### src/rtl/branch_pkg.sv
// Shared encodings for branch resolution and BTB direction counters.
// Outcome and change-type codes share values so EX logic can pass them through.
package branch_pkg;

    // Resolved outcome reported to the pipeline
    localparam logic [1:0] OUT_SEQ       = 2'b00;
    localparam logic [1:0] OUT_BRANCH    = 2'b01;
    localparam logic [1:0] OUT_JUMP      = 2'b10;
    localparam logic [1:0] OUT_NOTBRANCH = 2'b11;

    // Instruction change type from decode; 2'b11 is unused
    localparam logic [1:0] CT_SEQ    = 2'b00;
    localparam logic [1:0] CT_BRANCH = 2'b01;
    localparam logic [1:0] CT_JUMP   = 2'b10;
    localparam logic [1:0] CT_UNUSED = 2'b11;

    // Two-bit direction counter states
    localparam logic [1:0] STRONG_NT = 2'd0;
    localparam logic [1:0] WEAK_NT   = 2'd1;
    localparam logic [1:0] WEAK_T    = 2'd2;
    localparam logic [1:0] STRONG_T  = 2'd3;

    function automatic logic [1:0] ctr_next(
        input logic [1:0] ctr,
        input logic       taken
    );
        logic [1:0] n;
        n = ctr;
        if (taken && ctr != STRONG_T) begin
            n = ctr + 2'd1;
        end else if (!taken && ctr != STRONG_NT) begin
            n = ctr - 2'd1;
        end
        return n;
    endfunction

endpackage

### src/rtl/branch_predict_unit_btb_array.sv
// Direct-mapped BTB storage: combinational IF read, clocked EX train/invalidate.
// Hit detection for the EX side lives here so the top only issues commands.
module btb_array
    import branch_pkg::*;
#(
    parameter int ENTRIES = 16,
    parameter int PC_W    = 32,
    parameter int IDX_W   = $clog2(ENTRIES),
    parameter int TAG_W   = PC_W - IDX_W - 2
) (
    input  logic             clk,
    input  logic             rst,
    input  logic [IDX_W-1:0] rd_idx_i,
    output logic             rd_valid_o,
    output logic [TAG_W-1:0] rd_tag_o,
    output logic [PC_W-1:0]  rd_target_o,
    output logic [1:0]       rd_ctr_o,
    input  logic             wr_en_i,
    input  logic             inv_en_i,
    input  logic [IDX_W-1:0] wr_idx_i,
    input  logic [TAG_W-1:0] wr_tag_i,
    input  logic [PC_W-1:0]  wr_target_i,
    input  logic             wr_taken_i,
    input  logic             wr_jump_i
);

    logic [ENTRIES-1:0] valid_q;
    logic [TAG_W-1:0]   tag_q [ENTRIES];
    logic [PC_W-1:0]    tgt_q [ENTRIES];
    logic [1:0]         ctr_q [ENTRIES];
    logic               wr_hit;

    assign rd_valid_o  = valid_q[rd_idx_i];
    assign rd_tag_o    = tag_q[rd_idx_i];
    assign rd_target_o = tgt_q[rd_idx_i];
    assign rd_ctr_o    = ctr_q[rd_idx_i];

    assign wr_hit = valid_q[wr_idx_i] && (tag_q[wr_idx_i] == wr_tag_i);

    // Train on hit, allocate on taken miss, drop stale entry on request
    always_ff @(posedge clk or posedge rst) begin
        if (rst) begin
            valid_q <= '0;
            for (int i = 0; i < ENTRIES; i++) begin
                tag_q[i] <= '0;
                tgt_q[i] <= '0;
                ctr_q[i] <= WEAK_NT;
            end
        end else if (wr_en_i) begin
            if (wr_hit) begin
                ctr_q[wr_idx_i] <= ctr_next(ctr_q[wr_idx_i], wr_taken_i);
                tgt_q[wr_idx_i] <= wr_target_i;
            end else if (wr_taken_i) begin
                valid_q[wr_idx_i] <= 1'b1;
                tag_q[wr_idx_i]   <= wr_tag_i;
                tgt_q[wr_idx_i]   <= wr_target_i;
                ctr_q[wr_idx_i]   <= wr_jump_i ? STRONG_T : WEAK_T;
            end
        end else if (inv_en_i && wr_hit) begin
            valid_q[wr_idx_i] <= 1'b0;
        end
    end

endmodule

### src/rtl/branch_predict_unit.sv
// Branch prediction and EX-stage resolution: BTB lookup in IF, training,
// misprediction redirect and saturating statistics in EX.
module branch_predict_unit
    import branch_pkg::*;
#(
    parameter int ENTRIES = 16,
    parameter int PC_W    = 32,
    parameter int STAT_W  = 16
) (
    input  logic              clk,
    input  logic              rst,
    input  logic [PC_W-1:0]   if_pc,
    output logic              pred_taken,
    output logic [PC_W-1:0]   pred_target,
    input  logic              ex_valid,
    input  logic [PC_W-1:0]   ex_pc,
    input  logic [1:0]        ex_change_type,
    input  logic              ex_reverse,
    input  logic              ex_zero,
    input  logic [PC_W-1:0]   ex_target,
    input  logic              ex_pred_taken,
    input  logic [PC_W-1:0]   ex_pred_target,
    output logic [1:0]        branch_or_jump,
    output logic              mispredict,
    output logic [PC_W-1:0]   redirect_pc,
    output logic [STAT_W-1:0] branch_count,
    output logic [STAT_W-1:0] mispredict_count
);

    localparam int IDX_W = $clog2(ENTRIES);
    localparam int TAG_W = PC_W - IDX_W - 2;

    logic [IDX_W-1:0] if_idx;
    logic [TAG_W-1:0] if_tag;
    logic [IDX_W-1:0] ex_idx;
    logic [TAG_W-1:0] ex_tag;
    logic             rd_valid;
    logic [TAG_W-1:0] rd_tag;
    logic [PC_W-1:0]  rd_target;
    logic [1:0]       rd_ctr;
    logic             if_hit;
    logic             actual_taken;
    logic             is_branch;
    logic             is_jump;
    logic             train_en;
    logic             inv_en;
    logic             unused_if_bits;

    logic [STAT_W-1:0] br_cnt_q, br_cnt_d;
    logic [STAT_W-1:0] mp_cnt_q, mp_cnt_d;

    // Word-aligned PCs: bits [1:0] never select an entry
    assign if_idx = if_pc[IDX_W+1:2];
    assign if_tag = if_pc[PC_W-1:IDX_W+2];
    assign ex_idx = ex_pc[IDX_W+1:2];
    assign ex_tag = ex_pc[PC_W-1:IDX_W+2];
    assign unused_if_bits = ^if_pc[1:0];

    btb_array #(
        .ENTRIES(ENTRIES),
        .PC_W   (PC_W)
    ) u_btb (
        .clk        (clk),
        .rst        (rst),
        .rd_idx_i   (if_idx),
        .rd_valid_o (rd_valid),
        .rd_tag_o   (rd_tag),
        .rd_target_o(rd_target),
        .rd_ctr_o   (rd_ctr),
        .wr_en_i    (train_en),
        .inv_en_i   (inv_en),
        .wr_idx_i   (ex_idx),
        .wr_tag_i   (ex_tag),
        .wr_target_i(ex_target),
        .wr_taken_i (actual_taken),
        .wr_jump_i  (is_jump)
    );

    assign if_hit      = rd_valid && (rd_tag == if_tag);
    assign pred_taken  = if_hit && rd_ctr[1];
    assign pred_target = pred_taken ? rd_target : '0;

    assign is_branch = ex_valid && (ex_change_type == CT_BRANCH);
    assign is_jump   = ex_valid && (ex_change_type == CT_JUMP);

    // Resolve the EX instruction; bubbles and unused codes act as Sequence
    always_comb begin
        branch_or_jump = OUT_SEQ;
        actual_taken   = 1'b0;
        if (is_branch) begin
            actual_taken   = ex_reverse ^ ex_zero;
            branch_or_jump = actual_taken ? OUT_BRANCH : OUT_NOTBRANCH;
        end else if (is_jump) begin
            actual_taken   = 1'b1;
            branch_or_jump = OUT_JUMP;
        end
    end

    assign mispredict = ex_valid &&
        ((ex_pred_taken != actual_taken) ||
         (actual_taken && (ex_pred_target != ex_target)));

    assign redirect_pc = actual_taken ? ex_target : ex_pc + PC_W'(4);

    assign train_en = is_branch || is_jump;
    assign inv_en   = ex_valid && !train_en && mispredict;

    // Next-state of the saturating statistics counters
    always_comb begin
        br_cnt_d = br_cnt_q;
        mp_cnt_d = mp_cnt_q;
        if (is_branch && br_cnt_q != '1) begin
            br_cnt_d = br_cnt_q + STAT_W'(1);
        end
        if (mispredict && mp_cnt_q != '1) begin
            mp_cnt_d = mp_cnt_q + STAT_W'(1);
        end
    end

    // Statistics registers
    always_ff @(posedge clk or posedge rst) begin
        if (rst) begin
            br_cnt_q <= '0;
            mp_cnt_q <= '0;
        end else begin
            br_cnt_q <= br_cnt_d;
            mp_cnt_q <= mp_cnt_d;
        end
    end

    assign branch_count     = br_cnt_q;
    assign mispredict_count = mp_cnt_q;

endmodule

### config.mk
export PLATFORM = sky130hd
export DESIGN_NAME = branch_predict_unit
export DESIGN_NICKNAME = d
export VERILOG_FILES = /design/src/rtl/branch_pkg.sv /design/src/rtl/branch_predict_unit_btb_array.sv /design/src/rtl/branch_predict_unit.sv
export SDC_FILE = /design/constraint.sdc
export NUM_CORES = 2
export LEC_CHECK = 0
export CAP_MARGIN = 10
export CORE_MARGIN = 3
export CORE_UTILIZATION = 55
export DETAILED_ROUTE_END_ITERATION = 8
export PLACE_DENSITY = 0.73
export RECOVER_POWER = 25
export SLEW_MARGIN = 30
export SYNTH_ARGS = -nofsm -noshare
export SYNTH_HDL_FRONTEND = slang
export SYNTH_HIERARCHICAL = 1
export SYNTH_SLANG_ARGS = --single-unit
### constraint.sdc
create_clock -name clk -period 82.5 [get_ports clk]
set_input_delay 12.375 -clock clk [delete_from_list [all_inputs] [get_ports clk]]
set_output_delay 12.375 -clock clk [all_outputs]
set_load 0.03 [all_outputs]
==> impl_results.md <==
* Switching power at 318.8 uW
* Hold-fix buffers, CTS at 0
* Port Buffers at 233
* Period minus WS final at 30.32 ns
* CP Capture Type: output port
* Slowest cell delay on critical path at 0.84 ns
* Via density at 6.662
* Clock skew at 0.02209 ns
* Longest Clk Path Bufs at 3
* Clk root buf: clkbuf_16
* GP Congestion at 0.8910
* Leakage power at 28.12 nW
* CTS buffer count at 106
* Gr ovfl total at 0
* Clock group share of total power at 40.5%
* Postcts setup bufs at 0
* Die Wd at 317.3 um
* FP Rows at 113
* Syn-to-layout area delta at 13.32%
* CP required at 70.12 ns
* Sw frac at 25.82%
* Clk_lat worst skew at 0.69 ns
* Core Region at 95580 um2
* HPWL Detailed at 95400 um
* Worst min path class: flip-flop to flip-flop
* Count of final setup violators at 0
* Max-Cap Viols at 6
* Post-CTS resize count at 0
* Mapped Area at 53290 um2
* Initial drt markers at 3658
* Status: complete, but fails checks
* Pre-Repair DR Iteration Count at 6
* Initial Util at 55.76%
* DR vias at 32964
* Yosys warning total at 6
* Antenna Nets Post-Route at 0
* Power share of the combinational group at 14.1%
* Post-route cell area at 60390 um2
* Mapped Nets at 3576
* DRC at 0
* Total GRT Usage at 31.00%
* Critical path class: primary input to output port
* Design Power at 1.235 mW
* Register share of total power at 45.3%
* Layout cells sized above 1 at 47.27%
* Clock sink total at 1008
* Number of global-route vias before repair at 35286
* Hold Fails Final Rpt at 0
* Critical path cell sequence: buf_8, buf_4, mux4_2, mux4_2, xor2_1, nor4_1, nand4_1, nor4_4, buf_4, and2_1, clkdlybuf4s50_1
* Mapped Cells at 3435
* Pint at 915.8 uW
* Reg2Reg Depth at 11
* CP startpoint kind: primary input
* Total Nets Final at 3729
* RSZ-0062 raised after global routing: no
* Slew Limit Fails at 535
* Bufs and invs on worst path at 4
* Wire length of the first global-routing pass at 231500 um
* WP depth at 11
* Final period util at 36.75%
* Setup TNS at 0 ns
* Cell Area, Placed at 56730 um2
* Initial antenna violation count at 8
* TritonCTS clock tree: yes
* Slowest stage cell, crit path: nor4_1
* DIE AREA at 100700 um2
* CP Max Fanout at 59
* Worst-path clk slew at 0.06 ns
* CP delay by family, top: buffers and inverters
* Violated checks: capacitance limit, slew limit
* CTS H-tree depth at 3
* WL/cell at 31.26 um
* IO Pins at 236
* Hold Path Cell Cnt at 1
* Largest net degree at the start of global routing at 189
* Worst vdd ir at 0.01957 mV
* Die H at 317.3 um
* Fmax at 0.03299 GHz
* Tightest Pin Transition at 6.544 ns
* Pwr dens at 20.44 nW/um2
* Avg Inst Size Synth at 15.52 um2
* Wirelength, routed at 154700 um
* CP Data Arrival Time at 17.94 ns
* Worst slew margin at -338.7%
## power groups by stage
stage	clock network (mW)	logic [mW]	registers, mW
floorplan	0	0.116	0.564
global placement	0	0.168	0.562
detailed placement	0	0.174	0.567
CTS	0.508	0.175	0.558
global route	0.529	0.185	0.563
finish	0.501	0.175	0.559
## placed cells by master, fill, tap and decap left out, types with 63 or more instances in the layout
| cell type | n |
|---|---|
| buf_4 | 101 |
| mux4_2 | 405 |
| dfrtp_1 | 992 |
| xnor2_1 | 63 |
| xor2_1 | 72 |
| mux2_2 | 682 |
| mux2_4 | 300 |
| nand2_1 | 89 |
| clkbuf_16 | 107 |
| clkdlybuf4s50_1 | 223 |
## flip-flops by register name, indices dropped and copies added, names as in the netlist, named ones only
| signal | count |
|---|---|
| u_btb/tgt_q | 512 |
| u_btb/tag_q | 416 |
| u_btb/ctr_q | 32 |
| mispredict_count | 16 |
| branch_count | 16 |
## routing by layer
metal	GRT usage [%]	vias to the layer above	share of wire, %
li1	-	13293	-
met1	43.15	17774	41
met3	5.741	354	7.4
met2	49.29	1535	48
met4	11.23	8	4.0
met5	0	-	0.034
## final timing paths
check,start,endpoint,slack (ns)
worst max-delay path,if_pc[3],pred_target[20],52.18
worst min-delay path,u_btb/tgt_q[182]$_DFFE_PP0P_,u_btb/tgt_q[182]$_DFFE_PP0P_,0.50
worst max register to register,u_btb/tag_q[131]$_DFFE_PP0P_,u_btb/tgt_q[0]$_DFFE_PP0P_,77.48
worst min register to register,u_btb/tgt_q[182]$_DFFE_PP0P_,u_btb/tgt_q[182]$_DFFE_PP0P_,0.50
max in group asynchronous,rst,u_btb/tgt_q[429]$_DFFE_PP0P_,56.97
min in group asynchronous,rst,branch_count[9]$_DFFE_PP0P_,12.51
## area by class of cell
class / instances / area [um2]
fill: 6776 / 35180
multi-input combinational: 2105 / 26570
sequential: 1008 / 25240
timing repair buffer: 344 / 3207
clock buffer: 159 / 3133
tap: 1265 / 1583
clock inverter: 40 / 560.5
inverter: 23 / 87.58
antenna: 4 / 10.01
## stage by stage
| step | utilization (%) | setup WS (ns) | hold WS, ns | instances |
|---|---|---|---|---|
| floorplan | - | 42.70 | 0.4738 | 3435 |
| global placement | 59.27 | 52.28 | 0.4812 | 4740 |
| detailed placement | 59.35 | 52.27 | 0.4872 | 4744 |
| CTS | 63.22 | 52.25 | 0.5001 | 4943 |
| global route | 63.18 | 52.11 | 0.5077 | 4946 |
| finish | 63.19 | 52.18 | 0.4999 | 4948 |
(Power assumes the default switching activity.)
